## src/rtl/bus_loader.sv

```systemverilog
// Destination end of the common bus: holds AR, PC, DR, AC, IR, TR and issues
// memory writes of bus_data to M[AR] through a req/ack handshake with timeout.
module bus_loader #(
    parameter int unsigned AW     = 12,
    parameter int unsigned DW     = 16,
    parameter int unsigned WR_TMO = 15
) (
    input  logic          i_clk,
    input  logic          i_reset,
    input  logic [DW-1:0] i_bus_data,
    input  logic [DW-1:0] i_alu_data,
    input  logic [2:0]    i_load_code,
    input  logic [4:0]    i_inc_mask,
    input  logic [4:0]    i_clr_mask,
    output logic [AW-1:0] o_ar_outdata,
    output logic [AW-1:0] o_pc_outdata,
    output logic [DW-1:0] o_dr_outdata,
    output logic [DW-1:0] o_ac_outdata,
    output logic [DW-1:0] o_ir_outdata,
    output logic [DW-1:0] o_tr_outdata,
    output logic [AW-1:0] o_mem_addr,
    output logic [DW-1:0] o_mem_wdata,
    output logic          o_mem_wr_req,
    input  logic          i_mem_wr_ack,
    output logic          o_busy,
    output logic          o_wr_err
);

    localparam logic [2:0] CodeAr  = 3'b001;
    localparam logic [2:0] CodePc  = 3'b010;
    localparam logic [2:0] CodeDr  = 3'b011;
    localparam logic [2:0] CodeAc  = 3'b100;
    localparam logic [2:0] CodeIr  = 3'b101;
    localparam logic [2:0] CodeTr  = 3'b110;
    localparam logic [2:0] CodeMem = 3'b111;

    localparam logic [7:0] TmoLast = 8'(WR_TMO - 1);

    typedef enum logic {StIdle, StWrite} state_e;

    state_e        r_state;
    state_e        w_state_next;

    logic [AW-1:0] r_ar, r_pc, r_mem_addr;
    logic [DW-1:0] r_dr, r_ac, r_ir, r_tr, r_mem_wdata;
    logic [7:0]    r_timer;
    logic          r_wr_err;

    logic [AW-1:0] w_ar_d, w_pc_d;
    logic [DW-1:0] w_dr_d, w_ac_d, w_ir_d, w_tr_d;
    logic          w_busy;
    logic          w_start;

    assign w_busy  = (r_state == StWrite);
    assign w_start = !w_busy && (i_load_code == CodeMem);

    // Per-register priority: clear, then load, then increment; frozen while busy.
    always_comb begin
        w_ar_d = r_ar;
        w_pc_d = r_pc;
        w_dr_d = r_dr;
        w_ac_d = r_ac;
        w_ir_d = r_ir;
        w_tr_d = r_tr;
        if (!w_busy) begin
            if (i_clr_mask[0])              w_ar_d = '0;
            else if (i_load_code == CodeAr) w_ar_d = i_bus_data[AW-1:0];
            else if (i_inc_mask[0])         w_ar_d = r_ar + AW'(1);

            if (i_clr_mask[1])              w_pc_d = '0;
            else if (i_load_code == CodePc) w_pc_d = i_bus_data[AW-1:0];
            else if (i_inc_mask[1])         w_pc_d = r_pc + AW'(1);

            if (i_clr_mask[2])              w_dr_d = '0;
            else if (i_load_code == CodeDr) w_dr_d = i_bus_data;
            else if (i_inc_mask[2])         w_dr_d = r_dr + DW'(1);

            if (i_clr_mask[3])              w_ac_d = '0;
            else if (i_load_code == CodeAc) w_ac_d = i_alu_data;
            else if (i_inc_mask[3])         w_ac_d = r_ac + DW'(1);

            if (i_load_code == CodeIr)      w_ir_d = i_bus_data;

            if (i_clr_mask[4])              w_tr_d = '0;
            else if (i_load_code == CodeTr) w_tr_d = i_bus_data;
            else if (i_inc_mask[4])         w_tr_d = r_tr + DW'(1);
        end
    end

    always_ff @(posedge i_clk) begin
        if (i_reset) begin
            r_state <= StIdle;
        end else begin
            r_state <= w_state_next;
        end
    end

    // Ack takes precedence over a timeout landing on the same edge.
    always_comb begin
        w_state_next = r_state;
        case (r_state)
            StIdle:  if (i_load_code == CodeMem) w_state_next = StWrite;
            StWrite: if (i_mem_wr_ack || (r_timer == TmoLast)) w_state_next = StIdle;
            default: w_state_next = StIdle;
        endcase
    end

    always_comb begin
        o_busy       = w_busy;
        o_mem_wr_req = w_busy;
    end

    always_ff @(posedge i_clk) begin
        if (i_reset) begin
            r_ar        <= '0;
            r_pc        <= '0;
            r_dr        <= '0;
            r_ac        <= '0;
            r_ir        <= '0;
            r_tr        <= '0;
            r_mem_addr  <= '0;
            r_mem_wdata <= '0;
            r_timer     <= '0;
            r_wr_err    <= 1'b0;
        end else begin
            r_ar <= w_ar_d;
            r_pc <= w_pc_d;
            r_dr <= w_dr_d;
            r_ac <= w_ac_d;
            r_ir <= w_ir_d;
            r_tr <= w_tr_d;
            if (w_start) begin
                // Address is AR before any same-cycle increment.
                r_mem_addr  <= r_ar;
                r_mem_wdata <= i_bus_data;
                r_timer     <= '0;
            end else if (w_busy) begin
                r_timer <= r_timer + 8'd1;
                if (!i_mem_wr_ack && (r_timer == TmoLast)) r_wr_err <= 1'b1;
            end
        end
    end

    assign o_ar_outdata = r_ar;
    assign o_pc_outdata = r_pc;
    assign o_dr_outdata = r_dr;
    assign o_ac_outdata = r_ac;
    assign o_ir_outdata = r_ir;
    assign o_tr_outdata = r_tr;
    assign o_mem_addr   = r_mem_addr;
    assign o_mem_wdata  = r_mem_wdata;
    assign o_wr_err     = r_wr_err;

endmodule

```

## config.mk

```make
export PLATFORM = sky130hd
export DESIGN_NAME = bus_loader
export DESIGN_NICKNAME = d
export VERILOG_FILES = /design/src/rtl/bus_loader.sv
export SDC_FILE = /design/constraint.sdc
export NUM_CORES = 1
export LEC_CHECK = 0
export BUFFER_PORTS_ARGS = -buffer_cell sky130_fd_sc_hd__buf_2
export CAP_MARGIN = 20
export CORE_ASPECT_RATIO = 1.75
export CORE_MARGIN = 2
export CORE_UTILIZATION = 58
export DETAILED_ROUTE_END_ITERATION = 6
export GPL_TIMING_DRIVEN = 1
export HOLD_SLACK_MARGIN = 0.02
export PLACE_DENSITY = 0.86
export SETUP_SLACK_MARGIN = 0.5
export SYNTH_ARGS = -nofsm -noshare
export SYNTH_HDL_FRONTEND = slang
export SYNTH_SLANG_ARGS = --single-unit
```

## constraint.sdc

```tcl
create_clock -name i_clk -period 3.2 [get_ports i_clk]
set_input_delay 0.32 -clock i_clk [delete_from_list [all_inputs] [get_ports i_clk]]
set_output_delay 0.32 -clock i_clk [all_outputs]
set_load 0.03 [all_outputs]
```

==> results of run 1 <==
kinds of logic (layout without fill, tap and decap cells):
group           count (synthesis)  after routing  synth area share
simple gates                  410            410             0.287
compound gates                282            282             0.256
flops                         126            126             0.373
buf+inv                        68            225            0.0444
xor+xnor                       16             16            0.0207
fa+ha+maj                       7              7            0.0130
mux                             4              4           0.00592
layout by cell type, fill, tap and decap left out, types with 7 or more instances in the layout:
| cell | count |
|---|---|
| a211oi_1 | 7 |
| a21oi_1 | 119 |
| a22oi_1 | 7 |
| and3_1 | 9 |
| buf_2 | 165 |
| buf_4 | 15 |
| clkbuf_16 | 17 |
| dfxtp_1 | 126 |
| ha_1 | 7 |
| inv_1 | 13 |
| nand2_1 | 163 |
| nand3_1 | 37 |
| nand4_1 | 17 |
| nor2_1 | 88 |
| nor3_1 | 27 |
| nor3b_1 | 7 |
| nor4_1 | 12 |
| o21ai_0 | 63 |
| o31ai_1 | 12 |
| xor2_1 | 13 |
worst reg2reg max path, cell delays in order, from the launching register on:
cell,delay [ns]
dfxtp_1,0.45
nand4_1,0.37
nor3_1,0.62
nand2_1,0.20
xor2_1,0.19
o22ai_1,0.10
final timing paths:
kind	endpoint	slack, ns	cells after the start
worst max-delay path	o_tr_outdata[15]	1.13	5
worst min-delay path	o_ac_outdata[11]	0.24	3
worst max register to register	o_tr_outdata[15]	1.13	5
worst min register to register	o_ir_outdata[7]	0.45	2
cell type report:
| class | count | area, um^2 |
|---|---|---|
| multi-input combinational | 719 | 3940 |
| sequential | 126 | 2520 |
| clock inverter | 10 | 163 |
| timing repair buffer | 181 | 953 |
| inverter | 13 | 48.8 |
| fill | 916 | 3200 |
| clock buffer | 21 | 460 |
| tap | 135 | 169 |
state kept, by name, summed over array words and instances, names as in the netlist:
register and flops:
o_ac_outdata 16, o_dr_outdata 16, o_ir_outdata 16, o_mem_wdata 16, o_tr_outdata 16, o_ar_outdata 12, o_mem_addr 12, o_pc_outdata 12
r_timer 8, o_busy 1, o_wr_err 1
per-layer routing:
metal  track usage  routed length [um]  part of all wire
met4         0.252                1660             0.074
met2         0.605               11300              0.50
met1         0.381                7640              0.34
met5             0                   0                 0
met3        0.0713                2030             0.090
metrics by stage:
step / hold WS [ns] / util / area [um^2] / setup slack, ns / cells
2_1_floorplan: 0.456 / - / 6760 / 1.22 / 913
3_3_place_gp: 0.439 / 0.665 / 7620 / 1.21 / 1173
3_5_place_dp: 0.445 / 0.665 / 7620 / 1.15 / 1173
4_1_cts: 0.226 / 0.720 / 8240 / 1.15 / 1204
5_1_grt: 0.231 / 0.721 / 8260 / 1.04 / 1205
6_report: 0.236 / 0.721 / 8260 / 1.13 / 1205
power by group through the flow:
stage / clock network, W / registers, W / logic [W]
6_report: 0.00204 / 0.00164 / 0.000467
5_1_grt: 0.00212 / 0.00164 / 0.000498
4_1_cts: 0.00205 / 0.00164 / 0.000455
3_5_place_dp: 0 / 0.00167 / 0.000451
3_3_place_gp: 0 / 0.00167 / 0.000445
2_1_floorplan: 0 / 0.00173 / 0.000236
==> impl_metrics.tcl, run 1 <==
set metrics [dict create \
    slew_violations 0 \
    final_hold_viol_count 0 \
    p_int_w 0.00308 \
    synth_area_mm2 0.00676 \
    ios 167 \
    viasPerCell 6.46 \
    clk_latency_ns 0.42 \
    routed_wl_um 22600 \
    cts_resized 0 \
    grt_pass1_wl_um 35500 \
    numCtsBuffers 17 \
    synth_warnings 0 \
    cp-startpoint "o_tr_outdata[0]" \
    yosysSeqAreaShare 0.373 \
    power_density_mw_per_mm2 502 \
    syn_to_final_growth_pct 22.1 \
    cts_tree "built" \
    path_cells "nand4_1 > nor3_1 > nand2_1 > xor2_1 > o22ai_1" \
    synth.top_cell.area_share 0.373 \
    start_kind "flop" \
    critPathBufInv 0 \
    drive_above_1_share 0.214 \
    yosysMostFrequentCell "nand2_1" \
    via_count 7784 \
    crit_fanout 7 \
    status "finished, final reports clean" \
    ant_nets 0 \
    cts_max_path_buffers 2 \
    synthArstFlopShare 0 \
    gr-usage-all-layers 0.354 \
    slew-limit-headroom 0.385 \
    diodes 0 \
    required_ns 3.48 \
    dieArea_mm2 0.0126 \
    synth_fp_nets 968 \
    netSwitchingFraction 0.257 \
    seqPwrFrac 0.395 \
    cp_slowest_cell "nor3_1" \
    clock_skew_ns 0.00616 \
    clock_sinks 126 \
    htreeDepth 4 \
    clkTransAtPathRegs_ns 0.06 \
    hold_buffers 0 \
    drc 0 \
    combPwrFrac 0.113 \
    max_stage_delay_ns 0.62 \
    vdd_drop_max_mv 0.419 \
    arrival_ns 2.34 \
    rsz0062_at_grt "no" \
    setup_viol 0 \
    yosys-top-cells-count "nand2_1, dfxtp_1, a21oi_1" \
    antenna_found_initial 0 \
    post_cts_buffers 0 \
    avgSynthCellArea_um2 7.41 \
    crit_family "simple AND/OR/NAND/NOR gates" \
    first_global_vias 7184 \
    wl_per_cell_um 18.8 \
    switching_power_w 0.00106 \
    row_count 52 \
    fin_crit_ns 2.07 \
    netlist.top_cell.by_area "dfxtp_1" \
    start_util 0.590 \
    final_nets 1113 \
    synth_area_leaders "dfxtp_1, nand2_1, a21oi_1, nor2_1, o21ai_0" \
    synth_seq_cells 126 \
    synth_edf_count 0 \
    ys_types 76 \
    grt-ovfl-total 0 \
    core_area_mm2 0.0115 \
    period_share 0.646 \
    p_clk_frac 0.492 \
    grt_max_degree 61 \
    maxCapViolCount 0 \
    worstSetupPathType "flop to flop" \
    hold_start "i_alu_data[11]" \
    die_x_um 85.6 \
    finalSetupTns_ns 0 \
    hpwlAfterDp_um 15600 \
    die_h_um 147 \
    initialDrtViolationCount 886 \
    clock.fmax_ghz 0.484 \
    root_buffer "clkbuf_16" \
    netlist_instances 913 \
    drtPass1Iterations 6 \
    r2r_start "o_tr_outdata[0]" \
    worst_pin_slew_ns 0.917 \
    power_w 0.00415 \
    end_kind "flop" \
    synthFlopType "dfxtp_1" \
    place.gp.congestion 0.994 \
    cellLeakagePower_nw 3.31 \
    io_buffers 166 \
    min_path_type "primary input to flop" \
]
Note: power is estimated with default switching activity, not from simulation.
==> run 2: changes to the inputs <==
--- a/config.mk
+++ b/config.mk
@@ -9,11 +9,11 @@
 export CAP_MARGIN = 20
 export CORE_ASPECT_RATIO = 1.75
 export CORE_MARGIN = 2
-export CORE_UTILIZATION = 58
+export CORE_UTILIZATION = 54
 export DETAILED_ROUTE_END_ITERATION = 6
 export GPL_TIMING_DRIVEN = 1
 export HOLD_SLACK_MARGIN = 0.02
-export PLACE_DENSITY = 0.86
+export PLACE_DENSITY = 0.81
 export SETUP_SLACK_MARGIN = 0.5
 export SYNTH_ARGS = -nofsm -noshare
 export SYNTH_HDL_FRONTEND = slang
==> constraint.sdc (replaced) <==
create_clock -name i_clk -period 2.08 [get_ports i_clk]
set_input_delay 0.208 -clock i_clk [delete_from_list [all_inputs] [get_ports i_clk]]
set_output_delay 0.208 -clock i_clk [all_outputs]
set_load 0.03 [all_outputs]
==> impl_metrics.tcl, run 2 (synthesis gave the netlist of run 1 again) <==
set metrics [dict create \
    status "finished, final reports clean" \
    io_buffers 166 \
    finalSetupTns_ns 0 \
    initialDrtViolationCount 794 \
    ios 167 \
    met2_length_um 12300 \
    clock.fmax_ghz 0.614 \
    wl_met3_um 1850 \
    maxCapViolCount 0 \
    root_buffer "clkbuf_16" \
    start_kind "flop" \
    die_x_um 88.6 \
    hold_start "i_alu_data[10]" \
    antenna_found_initial 0 \
    diodes 0 \
    core_area_mm2 0.0124 \
    min_path_type "primary input to flop" \
    dr.max_layer_used "met4" \
    crit_fanout 6 \
    reg2reg_to "o_dr_outdata[10]" \
    end_kind "flop" \
    drc 0 \
    crit_family "simple AND/OR/NAND/NOR gates" \
    worstSetupPathType "flop to flop" \
    drtPass1Iterations 6 \
    cp_slowest_cell "dfxtp_4" \
    worst_pin_slew_ns 0.650 \
    slew_violations 0 \
    numCtsBuffers 17 \
    clk_latency_ns 0.42 \
    fin_crit_ns 1.63 \
    path_cells "ha_4 > nand4_1 > or2_4 > nor4_4 > a21oi_1 > o32ai_1" \
    syn_to_final_growth_pct 34.4 \
    gr-usage-all-layers 0.348 \
    clock_skew_ns 0.00950 \
    period_share 0.783 \
    final_nets 1165 \
    via_count 8062 \
    cts_tree "built" \
    max_stage_delay_ns 0.40 \
    row_count 54 \
    grt_max_degree 54 \
    clkTransAtPathRegs_ns 0.06 \
    final_common_cell "buf_2" \
    fin_util 0.735 \
    layout_common_cells "buf_2, nand2_1, a21oi_1, dfxtp_1, nor2_1" \
    cts_max_path_buffers 2 \
    drive_above_1_share 0.325 \
    hpwlAfterDp_um 16400 \
    holdPathEnd "o_ac_outdata[10]" \
    clock_sinks 126 \
    power_density_mw_per_mm2 698 \
    die_h_um 152 \
    grt_pass1_wl_um 36600 \
    cellLeakagePower_nw 3.69 \
    r2r_cells 6 \
    wl_per_cell_um 18.9 \
    grt-ovfl-total 0 \
    viasPerCell 6.24 \
    met1_length_um 8610 \
    rsz0062_at_grt "yes" \
    slew-limit-headroom 0.562 \
    final_hold_viol_count 0 \
    setup_viol 0 \
    dieArea_mm2 0.0135 \
    routed_wl_um 24400 \
    required_ns 2.39 \
    regToRegSetupSlack_ns 0.45 \
    arrival_ns 1.94 \
    worstHoldPathCells 3 \
    vdd_drop_max_mv 0.713 \
    place.gp.congestion 0.998 \
    ant_nets 0 \
    htreeDepth 4 \
    start_util 0.547 \
    first_global_vias 7203 \
    r2r_start "o_dr_outdata[1]" \
    critPathBufInv 0 \
]
==> run 2: layout make-up <==
type | count | area (um^2)
multi-input combinational | 720 | 4230
clock buffer | 24 | 536
timing repair buffer | 232 | 1360
inverter | 13 | 48.8
tap | 168 | 210
fill | 998 | 3280
clock inverter | 8 | 72.6
sequential | 126 | 2630
==> run 2: power by group <==
part | switching [W] | leakage, nW | internal, W
Clock | 0.00111 | 0.302 | 0.00192
Combinational | 0.000537 | 2.35 | 0.000271
Sequential | 0.0000605 | 1.05 | 0.00245
==> run 2: timing repair <==
item                                    4_1_cts  5_1_grt
endpoints found under the setup margin       84       72
cloned                                        0        1
setup buffers                                12       20
resized for setup                            31       45
hold buffers                                  0        0
pin swaps                                    10       23
==> run 2: per-layer routing <==
layer / track usage / vias up
met5: 0 / -
met4: 0.238 / 0
met3: 0.0684 / 131
met2: 0.584 / 460
met1: 0.380 / 3790
li1: - / 3681
==> run 2: worst max-delay path by stage <==
stage / startpoint / endpoint / cells past startpoint
5_1_grt: o_dr_outdata[10] / o_dr_outdata[13] / 5
3_5_place_dp: i_load_code[0] / o_ar_outdata[0] / 6
4_1_cts: o_tr_outdata[2] / o_tr_outdata[13] / 5
2_1_floorplan: o_tr_outdata[0] / o_tr_outdata[14] / 6
6_report: o_dr_outdata[1] / o_dr_outdata[10] / 6
3_3_place_gp: i_load_code[0] / o_ar_outdata[0] / 6
==> run 2: worst min-delay path: stages <==
cell and delay [ns]:
buf_2 0.08, a221oi_1 0.07, nor3_1 0.11
==> run 2: through the flow <==
stage	worst slack (ns)	instances	hold WS (ns)	instance area [um^2]	total power (W)
floorplan	0.407	913	0.344	6910	0.00301
global placement	0.357	1226	0.439	7970	0.00328
detailed placement	0.306	1226	0.443	7970	0.00329
CTS	0.474	1270	0.0899	8790	0.00631
global route	0.403	1291	0.102	9080	0.00654
finish	0.451	1291	0.0886	9080	0.00634
==> run 3: changes to the inputs <==
==> constraint.sdc (replaced) <==
create_clock -name i_clk -period 1.68 [get_ports i_clk]
set_input_delay 0.168 -clock i_clk [delete_from_list [all_inputs] [get_ports i_clk]]
set_output_delay 0.168 -clock i_clk [all_outputs]
set_load 0.03 [all_outputs]
==> impl_metrics.tcl, run 3 <==
set metrics [dict create \
    die_x_um 88.6 \
    synthArstFlopShare 0 \
    yosysMostFrequentCell "nand2_1" \
    error "[ERROR DPL-0038] Utilization greater than 100%, impossible to legalize" \
    die_h_um 152 \
    row_count 54 \
    yosysSeqAreaShare 0.373 \
    io_buffers 166 \
    synth.top_cell.area_share 0.373 \
    worst_path_end_type "sequential cell input" \
    grt_max_degree 37 \
    avgSynthCellArea_um2 7.41 \
    yosys-top-cells-count "nand2_1, dfxtp_1, a21oi_1" \
    synth_area_mm2 0.00676 \
    synth_seq_cells 126 \
    hpwlAfterDp_um 16200 \
    synth_edf_count 0 \
    dp_slack_ns 0.0223 \
    start_util 0.547 \
    netlist.top_cell.by_area "dfxtp_1" \
    ios 167 \
    crit_endpoint "o_tr_outdata[14]$_SDFFE_PP0P_/D" \
    ys_types 76 \
    netlist_instances 913 \
    cts_max_path_buffers 2 \
    numCtsBuffers 17 \
    synth_warnings 0 \
    status "stopped before the end" \
    synth_area_leaders "dfxtp_1, nand2_1, a21oi_1, nor2_1, o21ai_0" \
    htreeDepth 4 \
    root_buffer "clkbuf_16" \
    place.gp.congestion 0.977 \
    hold_buffers 0 \
    synthFlopType "dfxtp_1" \
    flow.stopped_at "global routing (5_1_grt)" \
    clock_sinks 126 \
    synth_fp_nets 968 \
]
run 3: metrics by stage:
step                      cells  instance area [um^2]   util
after floorplan             913                  7500      -
after global placement     1246                  8520  0.689
after detailed placement   1246                  8520  0.689
after CTS                  1371                 10900  0.883
run 3: timing repair:
action / 4_1_cts
endpoints found under the hold margin: 0
gates resized for setup: 280
setup endpoints to repair: 162
cloned: 12
buffers inserted: 81
pin swaps: 172
run 3: logic make-up after synthesis:
logic type,Yosys count,synth area share
flip-flops,126,0.373
adder cells (fa/ha/maj),7,0.0130
XOR/XNOR,16,0.0207
buffers and inverters,68,0.0444
multiplexers,4,0.00592
AND/OR/NAND/NOR,410,0.287
AO/OA/AOI/OAI,282,0.256
==> run 4: changes to the inputs <==
==> config.mk (replaced) <==
export PLATFORM = sky130hd
export DESIGN_NAME = bus_loader
export DESIGN_NICKNAME = d
export VERILOG_FILES = /design/src/rtl/bus_loader.sv
export SDC_FILE = /design/constraint.sdc
export NUM_CORES = 1
export LEC_CHECK = 0
export BUFFER_PORTS_ARGS = -buffer_cell sky130_fd_sc_hd__buf_2
export CAP_MARGIN = 20
export CORE_MARGIN = 2
export CORE_UTILIZATION = 40
export DETAILED_ROUTE_END_ITERATION = 6
export GPL_TIMING_DRIVEN = 1
export PLACE_DENSITY_LB_ADDON = 0.15
export SYNTH_ARGS = -nofsm -noshare
export SYNTH_HDL_FRONTEND = slang
export SYNTH_SLANG_ARGS = --single-unit
==> impl_metrics.tcl, run 4 (synthesis gave the netlist of run 1 again) <==
set metrics [dict create \
    maxCapViolCount 0 \
    crit_fanout 7 \
    core_area_mm2 0.0165 \
    switching_power_w 0.00223 \
    hold-worst-slack_ns 0.0492 \
    first_global_vias 6903 \
    setup_ws_ns 0.0383 \
    cts_max_path_buffers 2 \
    final_nets 1198 \
    arrival_ns 1.96 \
    die_h_um 134 \
    fill_cells 1614 \
    p_int_w 0.00567 \
    final_area_mm2 0.00916 \
    drive_above_1_share 0.311 \
    combPwrFrac 0.128 \
    hold_buffers 0 \
    worstSetupPathType "flop to flop" \
    clk_latency_ns 0.43 \
    antenna_found_initial 0 \
    via_count 7687 \
    clock.fmax_ghz 0.609 \
    dr.max_layer_used "met4" \
    power_density_mw_per_mm2 862 \
    row_count 47 \
    final_common_cell "buf_2" \
    hpwlAfterDp_um 16600 \
    ff_latch_area_mm2 0.00258 \
    rsz0062_at_grt "yes" \
    grt_max_degree 68 \
    max_stage_delay_ns 0.38 \
    slew_violations 0 \
    drc 0 \
    status "finished, final reports clean" \
    path_cells "ha_1 > nand4_1 > or2_4 > nor4_1 > a21oi_1 > o32ai_1" \
    diodes 0 \
    start_util 0.409 \
    dieArea_mm2 0.0180 \
    fin_crit_ns 1.64 \
    io_buffers 166 \
    wl_met3_um 1510 \
    grt-ovfl-total 0 \
    initialDrtViolationCount 629 \
    syn_to_final_growth_pct 35.4 \
    drtPass1Iterations 5 \
    ios 167 \
    multi_input_area_mm2 0.00403 \
    worst_pin_slew_ns 0.493 \
    cts_tree "built" \
    required_ns 2.00 \
    fin_util 0.554 \
    critPathBufInv 0 \
    place.gp.congestion 0.872 \
    routed_wl_um 23300 \
    met2_length_um 10700 \
    start_kind "flop" \
    met1_length_um 10600 \
    netSwitchingFraction 0.282 \
    slew-limit-headroom 0.669 \
    grt_pass1_wl_um 37200 \
    viasPerCell 5.59 \
    ant_nets 0 \
    final_hold_viol_count 0 \
    p_clk_frac 0.478 \
    dp_slack_ns -0.00382 \
    htreeDepth 4 \
    vdd_drop_max_mv 0.730 \
    root_buffer "clkbuf_16" \
    end_kind "flop" \
    gr-usage-all-layers 0.260 \
    wl_per_cell_um 16.9 \
    clock_skew_ns 0.0120 \
    seqPwrFrac 0.393 \
    cellLeakagePower_nw 3.79 \
    setup_viol 0 \
    period_share 0.977 \
    layout_common_cells "buf_2, nand2_1, a21oi_1, buf_4, dfxtp_1" \
    crit_family "simple AND/OR/NAND/NOR gates" \
    clock_sinks 126 \
    dpl_cell_area_mm2 0.00846 \
    numCtsBuffers 17 \
    die_x_um 134 \
    clkTransAtPathRegs_ns 0.06 \
    power_w 0.00789 \
    cp_slowest_cell "dfxtp_4" \
    min_path_type "primary input to flop" \
]
-- run 4: area by class of cell --
type                    count  share of cell area
clock buffers              19              0.0484
clock inverters            13              0.0165
inverters                  13             0.00533
multi-input cells         719               0.440
flip-flops and latches    126               0.281
well taps                 220              0.0301
repair buffers            266               0.178
-- run 4: timing repair --
| action | CTS | global route |
|---|---|---|
| endpoints found under the setup margin | 0 | 36 |
| resized for setup | 0 | 25 |
| buffers inserted | 0 | 2 |
-- run 4: worst paths after layout --
check	startpoint	to	slack, ns	depth (start not counted)
min	i_bus_data[13]	o_ir_outdata[13]	0.05	3
min reg2reg	o_ir_outdata[15]	o_ir_outdata[15]	0.45	2
max reg2reg	o_dr_outdata[0]	o_dr_outdata[10]	0.04	6
max	o_dr_outdata[0]	o_dr_outdata[10]	0.04	6
-- run 4: per-stage QoR --
| stage | instances | TNS (ns) |
|---|---|---|
| floorplan | 913 | -0.0902 |
| CTS | 1374 | 0 |
| finish | 1376 | 0 |
| global route | 1376 | -0.0663 |
| detailed placement | 1342 | -0.00382 |
| global placement | 1342 | 0 |
-- run 4: tightest hold or removal path, delay by kind of cell --
kind,cells,cell delay (ns)
buffers and inverters,1,0.15
AND/OR/NAND/NOR,1,0.07
AO/OA/AOI/OAI,1,0.05
-- run 4: power groups by stage --
stage | logic, W | clock network, W | registers, W
after floorplan | 0.000450 | 0 | 0.00329
after global placement | 0.000995 | 0 | 0.00317
after detailed placement | 0.000997 | 0 | 0.00317
after CTS | 0.00100 | 0.00382 | 0.00310
after global routing | 0.00110 | 0.00395 | 0.00311
final | 0.00101 | 0.00378 | 0.00310
-- run 4: routing by layer --
layer  GRT usage  vias to the layer above
met1       0.365                     3637
met3      0.0450                       34
li1            -                     3739
met2       0.404                      277
met4      0.0871                        0
met5           0                        -
